## src/rtl/csync_frame_decoder.sv

```systemverilog
// ----------------------------------------------------------------------------
// csync_frame_decoder
//
// Rebuilds line/frame timing from a composite sync stream (and optionally a
// per-frame RGB checksum) so the video generator's output can be checked on
// the test build.
//
// Ports
//   clk              pixel clock, sole clock
//   rst              synchronous reset, active-high
//   csync            composite sync, active-low, asynchronous to clk
//   r, g, b          3-bit pixel colour, sampled every clk
//   hsync_o          1-cycle pulse per accepted line start
//   vsync_o          1-cycle pulse on the first broad pulse of a frame
//   hcount           cycles since last accepted line start (saturates at 511)
//   vcount           accepted lines since last vsync (saturates at 1023)
//   lines_per_frame  vcount captured at each vsync
//   locked           frame timing stable (two matching frames seen)
//   frame_sum        per-frame RGB checksum, or 0 when the feature is off
//
// Build option
//   CSYNC_FRAME_SUM_EN  when defined, accumulates (r+g+b) over csync-high
//                       cycles of each frame into frame_sum; when undefined
//                       no accumulator exists and frame_sum is 16'h0000.
// ----------------------------------------------------------------------------
// Lock FSM
//   state  | meaning
//   SEARCH | no frame reference yet (after reset or sync loss)
//   CHECK  | one frame length captured, waiting for a matching frame
//   LOCKED | consecutive frames agree in length
// ----------------------------------------------------------------------------
module csync_frame_decoder #(
    parameter int LINE_MIN  = 384,
    parameter int VSYNC_MIN = 96,
    parameter int ARM_LINES = 8,
    parameter int TIMEOUT   = 1024
) (
    input  logic        clk,
    input  logic        rst,
    input  logic        csync,
    input  logic [2:0]  r,
    input  logic [2:0]  g,
    input  logic [2:0]  b,
    output logic        hsync_o,
    output logic        vsync_o,
    output logic [8:0]  hcount,
    output logic [9:0]  vcount,
    output logic [9:0]  lines_per_frame,
    output logic        locked,
    output logic [15:0] frame_sum
);

    localparam int GAP_W = 10;
    localparam int LOW_W = 8;

    typedef enum logic [1:0] {
        SEARCH = 2'd0,
        CHECK  = 2'd1,
        LOCKED = 2'd2
    } state_t;

    // Synchroniser and edge detect
    logic             cs_meta_q;
    logic             cs_s_q;
    logic             cs_prev_q;

    logic [GAP_W-1:0] edge_gap_q, edge_gap_d;
    logic             seen_q, seen_d;
    logic [8:0]       hcount_q, hcount_d;
    logic [9:0]       vcount_q, vcount_d;
    logic [9:0]       lpf_q, lpf_d;
    logic [LOW_W-1:0] low_w_q, low_w_d;
    logic             armed_q, armed_d;
    logic             hsync_q;
    logic             vsync_q;
    logic [9:0]       ref_q, ref_d;
    state_t           state_q, state_d;
    logic             locked_q, locked_d;

    logic             fall;
    logic             accept;
    logic             timeout;
    logic             vsync_d;

    // ------------------------------------------------------------------------
    // Event decode
    // ------------------------------------------------------------------------
    assign fall   = cs_prev_q & ~cs_s_q;

    // Only line-start edges touch the counters; half-line (equalising/broad)
    // edges must not restart edge_gap, or the next real line start would look
    // too close and be rejected.
    assign accept = fall & (~seen_q | (edge_gap_q >= GAP_W'(LINE_MIN)));

    // The FSM leaves on the edge where edge_gap becomes TIMEOUT-1 so that the
    // registered locked output, one flop later, drops exactly when the count
    // of edge-free cycles reaches TIMEOUT. edge_gap saturates, so this
    // equality holds for a single cycle per silence.
    assign timeout = ~accept & (edge_gap_q == GAP_W'(TIMEOUT - 2));

    // low_w_d reaching VSYNC_MIN while csync is still low
    assign vsync_d = armed_q & ~cs_s_q & (low_w_q == LOW_W'(VSYNC_MIN - 1));

    // ------------------------------------------------------------------------
    // Counters and flags
    // ------------------------------------------------------------------------
    always_comb begin
        edge_gap_d = edge_gap_q;
        seen_d     = seen_q | fall;
        hcount_d   = hcount_q;
        vcount_d   = vcount_q;
        lpf_d      = lpf_q;
        low_w_d    = low_w_q;
        armed_d    = armed_q;

        if (accept) begin
            edge_gap_d = '0;
        end else if (edge_gap_q != '1) begin
            edge_gap_d = edge_gap_q + 1'b1;
        end

        if (accept) begin
            hcount_d = '0;
        end else if (hcount_q != '1) begin
            hcount_d = hcount_q + 1'b1;
        end

        // vsync (or sync loss) wins over a coinciding line start
        if (vsync_d || timeout) begin
            vcount_d = '0;
        end else if (accept && (vcount_q != '1)) begin
            vcount_d = vcount_q + 1'b1;
        end

        if (vsync_d) begin
            lpf_d = vcount_q;
        end

        if (cs_s_q) begin
            low_w_d = '0;
        end else if (low_w_q != '1) begin
            low_w_d = low_w_q + 1'b1;
        end

        if (vsync_d || timeout) begin
            armed_d = 1'b0;
        end else if (vcount_q >= 10'(ARM_LINES)) begin
            armed_d = 1'b1;
        end
    end

    // ------------------------------------------------------------------------
    // Lock FSM next state
    // ------------------------------------------------------------------------
    always_comb begin
        state_d  = state_q;
        ref_d    = ref_q;
        locked_d = (state_q == LOCKED);

        if (timeout) begin
            state_d = SEARCH;
        end else if (vsync_d) begin
            case (state_q)
                SEARCH: begin
                    state_d = CHECK;
                    ref_d   = vcount_q;
                end
                CHECK: begin
                    if (vcount_q == ref_q) begin
                        state_d = LOCKED;
                    end else begin
                        ref_d = vcount_q;
                    end
                end
                LOCKED: begin
                    if (vcount_q != lpf_q) begin
                        state_d = CHECK;
                        ref_d   = vcount_q;
                    end
                end
                default: begin
                    state_d = SEARCH;
                end
            endcase
        end
    end

    // ------------------------------------------------------------------------
    // State registers
    // ------------------------------------------------------------------------
    always_ff @(posedge clk) begin
        if (rst) begin
            cs_meta_q  <= 1'b1;
            cs_s_q     <= 1'b1;
            cs_prev_q  <= 1'b1;
            edge_gap_q <= '0;
            seen_q     <= 1'b0;
            hcount_q   <= '0;
            vcount_q   <= '0;
            lpf_q      <= '0;
            low_w_q    <= '0;
            armed_q    <= 1'b0;
            hsync_q    <= 1'b0;
            vsync_q    <= 1'b0;
            ref_q      <= '0;
            state_q    <= SEARCH;
            locked_q   <= 1'b0;
        end else begin
            cs_meta_q  <= csync;
            cs_s_q     <= cs_meta_q;
            cs_prev_q  <= cs_s_q;
            edge_gap_q <= edge_gap_d;
            seen_q     <= seen_d;
            hcount_q   <= hcount_d;
            vcount_q   <= vcount_d;
            lpf_q      <= lpf_d;
            low_w_q    <= low_w_d;
            armed_q    <= armed_d;
            hsync_q    <= accept;
            vsync_q    <= vsync_d;
            ref_q      <= ref_d;
            state_q    <= state_d;
            locked_q   <= locked_d;
        end
    end

    // ------------------------------------------------------------------------
    // Optional per-frame RGB checksum
    // ------------------------------------------------------------------------
`ifdef CSYNC_FRAME_SUM_EN
    // Colour is delayed two cycles so it lines up with cs_s_q
    logic [8:0]  rgb_d1_q;
    logic [8:0]  rgb_d2_q;
    logic [4:0]  pix_sum;
    logic [15:0] pix;
    logic [15:0] acc_q, acc_d;
    logic [15:0] sum_q, sum_d;

    assign pix_sum = {2'b00, rgb_d2_q[8:6]} + {2'b00, rgb_d2_q[5:3]}
                   + {2'b00, rgb_d2_q[2:0]};
    assign pix     = cs_s_q ? {11'd0, pix_sum} : 16'd0;

    always_comb begin
        acc_d = acc_q + pix;
        sum_d = sum_q;
        if (vsync_d) begin
            sum_d = acc_q;
            acc_d = pix;
        end
        if (timeout) begin
            acc_d = '0;
        end
    end

    always_ff @(posedge clk) begin
        if (rst) begin
            rgb_d1_q <= '0;
            rgb_d2_q <= '0;
            acc_q    <= '0;
            sum_q    <= '0;
        end else begin
            rgb_d1_q <= {r, g, b};
            rgb_d2_q <= rgb_d1_q;
            acc_q    <= acc_d;
            sum_q    <= sum_d;
        end
    end

    assign frame_sum = sum_q;
`else
    // Colour inputs only feed the checksum, which is absent in this build
    logic rgb_unused;
    assign rgb_unused = ^{r, g, b};
    assign frame_sum  = 16'h0000;
`endif

    assign hsync_o         = hsync_q;
    assign vsync_o         = vsync_q;
    assign hcount          = hcount_q;
    assign vcount          = vcount_q;
    assign lines_per_frame = lpf_q;
    assign locked          = locked_q;

endmodule

```

## config.mk

```make
export PLATFORM = sky130hd
export DESIGN_NAME = csync_frame_decoder
export DESIGN_NICKNAME = d
export VERILOG_FILES = /design/src/rtl/csync_frame_decoder.sv
export SDC_FILE = /design/constraint.sdc
export NUM_CORES = 1
export LEC_CHECK = 0
export ABC_AREA = 1
export BUFFER_PORTS_ARGS = -buffer_cell sky130_fd_sc_hd__buf_4
export CAP_MARGIN = 20
export CORE_AREA = 2 2 110 133
export CTS_CLUSTER_SIZE = 30
export DETAILED_ROUTE_END_ITERATION = 16
export DIE_AREA = 0 0 112 135
export SETUP_SLACK_MARGIN = 0.2
export SLEW_MARGIN = 20
export SYNTH_ARGS = -nofsm -noshare
export SYNTH_HDL_FRONTEND = slang
export SYNTH_SLANG_ARGS = --single-unit
```

## constraint.sdc

```tcl
create_clock -name clk -period 2.35 [get_ports clk]
set_clock_uncertainty 0.15 [all_clocks]
set_input_delay 0 -clock clk [delete_from_list [all_inputs] [get_ports clk]]
set_output_delay 0 -clock clk [all_outputs]
set_load 0.05 [all_outputs]
```

==> flow_metrics.py <==
metrics = {
    "status": {
        "run_status": "finished clean",
    },
    "worst_setup_path": {
        "nature_of_the_critical_path_endpoint": "flop",
        "worst-r2r-setup-slack_ns": 0.36,
        "timing.rr.end": "hcount[7]$_SDFFE_PP0P_",
        "critPathSlowestCell": "sky130_fd_sc_hd__dfxtp_4",
        "worst_ep_arrival_time_ns": 2.06,
        "critPathLaunchType": "flop",
        "worstSetupPathType": "flop to flop",
        "timing.rr.start": "hcount[0]$_SDFFE_PP0P_",
        "reg2reg_depth": 12,
        "max_stage_delay_ns": 0.35,
        "critical_path_peak_fanout": 6,
        "cp.required_ns": 2.42,
        "crit_path_frequent_cell": "sky130_fd_sc_hd__nor2_2",
        "critical_path.cell_chain": "ha_1 -> nand2_1 -> nor3_2 -> inv_1 -> nor3_1 -> ha_2 -> nor2_2 -> nand3_2 -> nor2_2 -> nand3_1 -> o21ai_0 -> a21oi_1",
    },
    "floorplanning": {
        "floorplan.die.height_um": 135,
        "die_area_um2": 15120,
        "rows": 47,
        "initial_core_util_pct": 24.59,
        "die_w_um": 112,
        "count_of_boundary_i_o_pins": 60,
        "area_inside_the_core_boundary_um2": 13760,
    },
    "synthesis": {
        "post_synth.cell_area_avg_um2": 7.198,
        "async_reset_ff_share_pct": 0,
        "ys.flop_type": "sky130_fd_sc_hd__dfxtp_1",
        "synth-compound-area-share_pct": 10.98,
        "synth_cell_type_count": 34,
        "synth_top_family_by_area": "simple AND/OR/NAND/NOR gates",
        "synth_seq_cells": 67,
        "synth-warning-count": 0,
        "synth_enable_flop_cells": 0,
        "multiplexer_fraction_of_the_synthesized_cell_area_pct": 0,
        "synth_simple_gate_area_share_pct": 27.74,
        "syn_area_um2": 3383,
        "yosysSeqAreaShare_pct": 39.64,
        "yosys.area_share.xor_xnor_pct": 5.436,
        "synth_adder_area_share_pct": 2.959,
        "syn_inst": 470,
    },
    "finish": {
        "final.fill_count": 1514,
        "multiInputGateArea_um2": 1683,
        "area_growth_pct": 19.79,
        "final_util_pct": 29.45,
        "n_antenna_cell": 0,
        "final_area_um2": 4053,
        "register_area_um2": 1355,
        "final_nets": 526,
        "final_layout_size_suffix_gt1_share_pct": 16.70,
    },
    "timing": {
        "layout_setup_ws_ns": 0.3567,
        "post_route_setup_tns_ns": 0,
        "worst_margin_pin_slew_ns": 0.5982,
        "max_freq_mhz": 501.7,
        "final_slew_violations": 0,
        "slew_headroom_pct": 60.08,
        "final_hold_viol_count": 0,
        "setup-violations-final": 0,
        "post-route-period-util_pct": 84.82,
        "rsz0062_at_grt": "true",
        "period_minus_slack_ns": 1.993,
    },
    "placed_design": {
        "dp_worst_setup_slack_ns": 0.2349,
        "dpl.hpwl_um": 5256,
        "port_buffers": 34,
        "place_area_um2": 3721,
        "place_congestion": 0.7858,
    },
    "hold_path": {
        "min-delay-start": "cs_meta_q$_SDFF_PP1_",
        "hold_depth": 1,
        "timing.hold.worst_endpoint": "cs_s_q$_SDFF_PP1_",
        "timing.hold.worst.class": "flop to flop",
    },
    "power": {
        "leakagePower_nw": 1.648,
        "maximum_vdd_drop_v": 0.0004282,
        "total_power_mw": 2.561,
        "cellPowerDensity_nw_per_um2": 631.9,
    },
    "clock_network": {
        "root_buffer_cell": "sky130_fd_sc_hd__clkbuf_16",
        "clock_tree_from_tritoncts": "done",
        "tritoncts_num_sinks": 67,
        "clk_pin_slew_ns": 0.05,
        "htreeDepth": 3,
        "numCtsBuffers": 9,
        "cts.path.max_buffers": 2,
        "clock_latency_ns": 0.33,
    },
    "detailed_routing": {
        "wire_per_inst_um": 10.83,
        "via_to_cell_ratio": 4.218,
        "drt_iter0_markers": 172,
        "initial_drt_pass_iterations": 4,
        "route.antenna.remaining_nets": 0,
        "route.final.wire_length_um": 7361,
        "detailroute.via_count": 2868,
        "drcViolationCount": 0,
    },
    "global_routing": {
        "grt_first_pass_wirelength_um": 11970,
        "groute.usage.overall_pct": 9.948,
        "global_route.overflow_total": 0,
        "antenna_violations_before_repair": 0,
        "grt_start_max_net_pins": 21,
        "first_global_vias": 2510,
    },
    "flow_run": {
        "timing.max_cap.violations": 0,
    },
}
## area by class of cell
class                   count  share of cell area [%]
clock buffers              11                   6.236
flip-flops and latches     67                   33.44
clock inverters             3                  0.3705
well taps                 171                   5.279
multi-input cells         328                   41.53
inverters                  60                   5.557
repair buffers             40                   7.595
## worst max-delay path: cells and delay by family (launching register included)
family,cells,cell delay (ns)
fa+ha+maj,2,0.42
simple gates,7,0.69
flops,1,0.35
buf+inv,1,0.06
compound gates,2,0.21
## cell usage in the layout (no fill, tap or decap), drive strengths merged
| cell | count |
|---|---|
| clkbuf | 11 |
| dlygate4sd3 | 3 |
| a32o | 1 |
| nor3 | 10 |
| dfxtp | 67 |
| conb | 16 |
| nor4 | 2 |
| clkinv | 4 |
| nand4 | 10 |
| a21oi | 37 |
| xor2 | 14 |
| nor2 | 58 |
| nand3 | 18 |
| nand3b | 1 |
| o21ai | 22 |
| xnor2 | 7 |
| inv | 59 |
| o21a | 1 |
| or2 | 6 |
| ha | 8 |
| a31oi | 4 |
| nand2 | 111 |
| a211oi | 2 |
| buf | 37 |
## per-stage QoR
step	std cells	hold slack, ns
3_3_place_gp	662	0.04629
6_report	680	0.2521
5_1_grt	680	0.2742
2_1_floorplan	485	-0.04619
4_1_cts	679	0.2562
3_5_place_dp	662	0.04342
## flip-flops by register name, summed over array words and instances (netlist names)
name             count
edge_gap_q          10
lines_per_frame     10
ref_q               10
vcount              10
hcount               9
low_w_q              8
state_q              2
armed_q              1
cs_meta_q            1
cs_prev_q            1
cs_s_q               1
hsync_o              1
locked               1
seen_q               1
vsync_o              1
## repair_timing
item	4_1_cts	5_1_grt
setup endpoints to repair	0	18
gates resized for setup	0	10
setup buffers	0	0
endpoints found under the hold margin	14	0
hold buffers	3	0
## cells in the mapped netlist (4+ instances only)
library cell | instances | share of area, %
sky130_fd_sc_hd__a21oi_1 | 36 | 5.3
sky130_fd_sc_hd__buf_2 | 4 | 0.59
sky130_fd_sc_hd__buf_4 | 20 | 4.4
sky130_fd_sc_hd__clkbuf_1 | 4 | 0.44
sky130_fd_sc_hd__dfxtp_1 | 67 | 40
sky130_fd_sc_hd__ha_1 | 8 | 3.0
sky130_fd_sc_hd__inv_1 | 56 | 6.2
sky130_fd_sc_hd__nand2_1 | 108 | 12
sky130_fd_sc_hd__nand3_1 | 15 | 2.2
sky130_fd_sc_hd__nand4_1 | 10 | 1.8
sky130_fd_sc_hd__nor2_1 | 53 | 5.9
sky130_fd_sc_hd__nor3_1 | 8 | 1.2
sky130_fd_sc_hd__o21ai_0 | 22 | 3.3
sky130_fd_sc_hd__or2_2 | 4 | 0.74
sky130_fd_sc_hd__xnor2_1 | 7 | 1.8
sky130_fd_sc_hd__xor2_1 | 14 | 3.6
## routing by layer
metal	GRT usage [%]	wire, um	vias to the layer above
met5	0	0	-
met4	3.659	95	0
met3	3.232	407	7
met2	16.53	3388	70
met1	12.07	3469	1270
li1	-	-	1521
## kinds of logic (layout without fill, tap and decap cells)
group,Yosys count,after routing
fa+ha+maj,8,8
buf+inv,91,114
xor+xnor,21,21
simple gates,215,216
other cells,1,16
compound gates,67,67
flops,67,67
## report_power, final
part	switching (mW)	internal, mW	total, mW
registers	0.0166	1.15	1.17
logic	0.135	0.0391	0.174
clock network	0.465	0.753	1.22
## worst max-delay path by stage
stage / startpoint / endpoint / slack (ns)
after floorplan: hcount[3]$_SDFFE_PP0P_ / hcount[7]$_SDFFE_PP0P_ / 0.23
after global placement: hcount[1]$_SDFFE_PP0P_ / hcount[7]$_SDFFE_PP0P_ / 0.26
after detailed placement: hcount[0]$_SDFFE_PP0P_ / hcount[7]$_SDFFE_PP0P_ / 0.23
after CTS: hcount[0]$_SDFFE_PP0P_ / hcount[7]$_SDFFE_PP0P_ / 0.21
after global routing: low_w_q[0]$_SDFFE_PP0P_ / ref_q[1]$_SDFFE_PP0P_ / 0.19
final: hcount[0]$_SDFFE_PP0P_ / hcount[7]$_SDFFE_PP0P_ / 0.36
(Power assumes the default switching activity.)
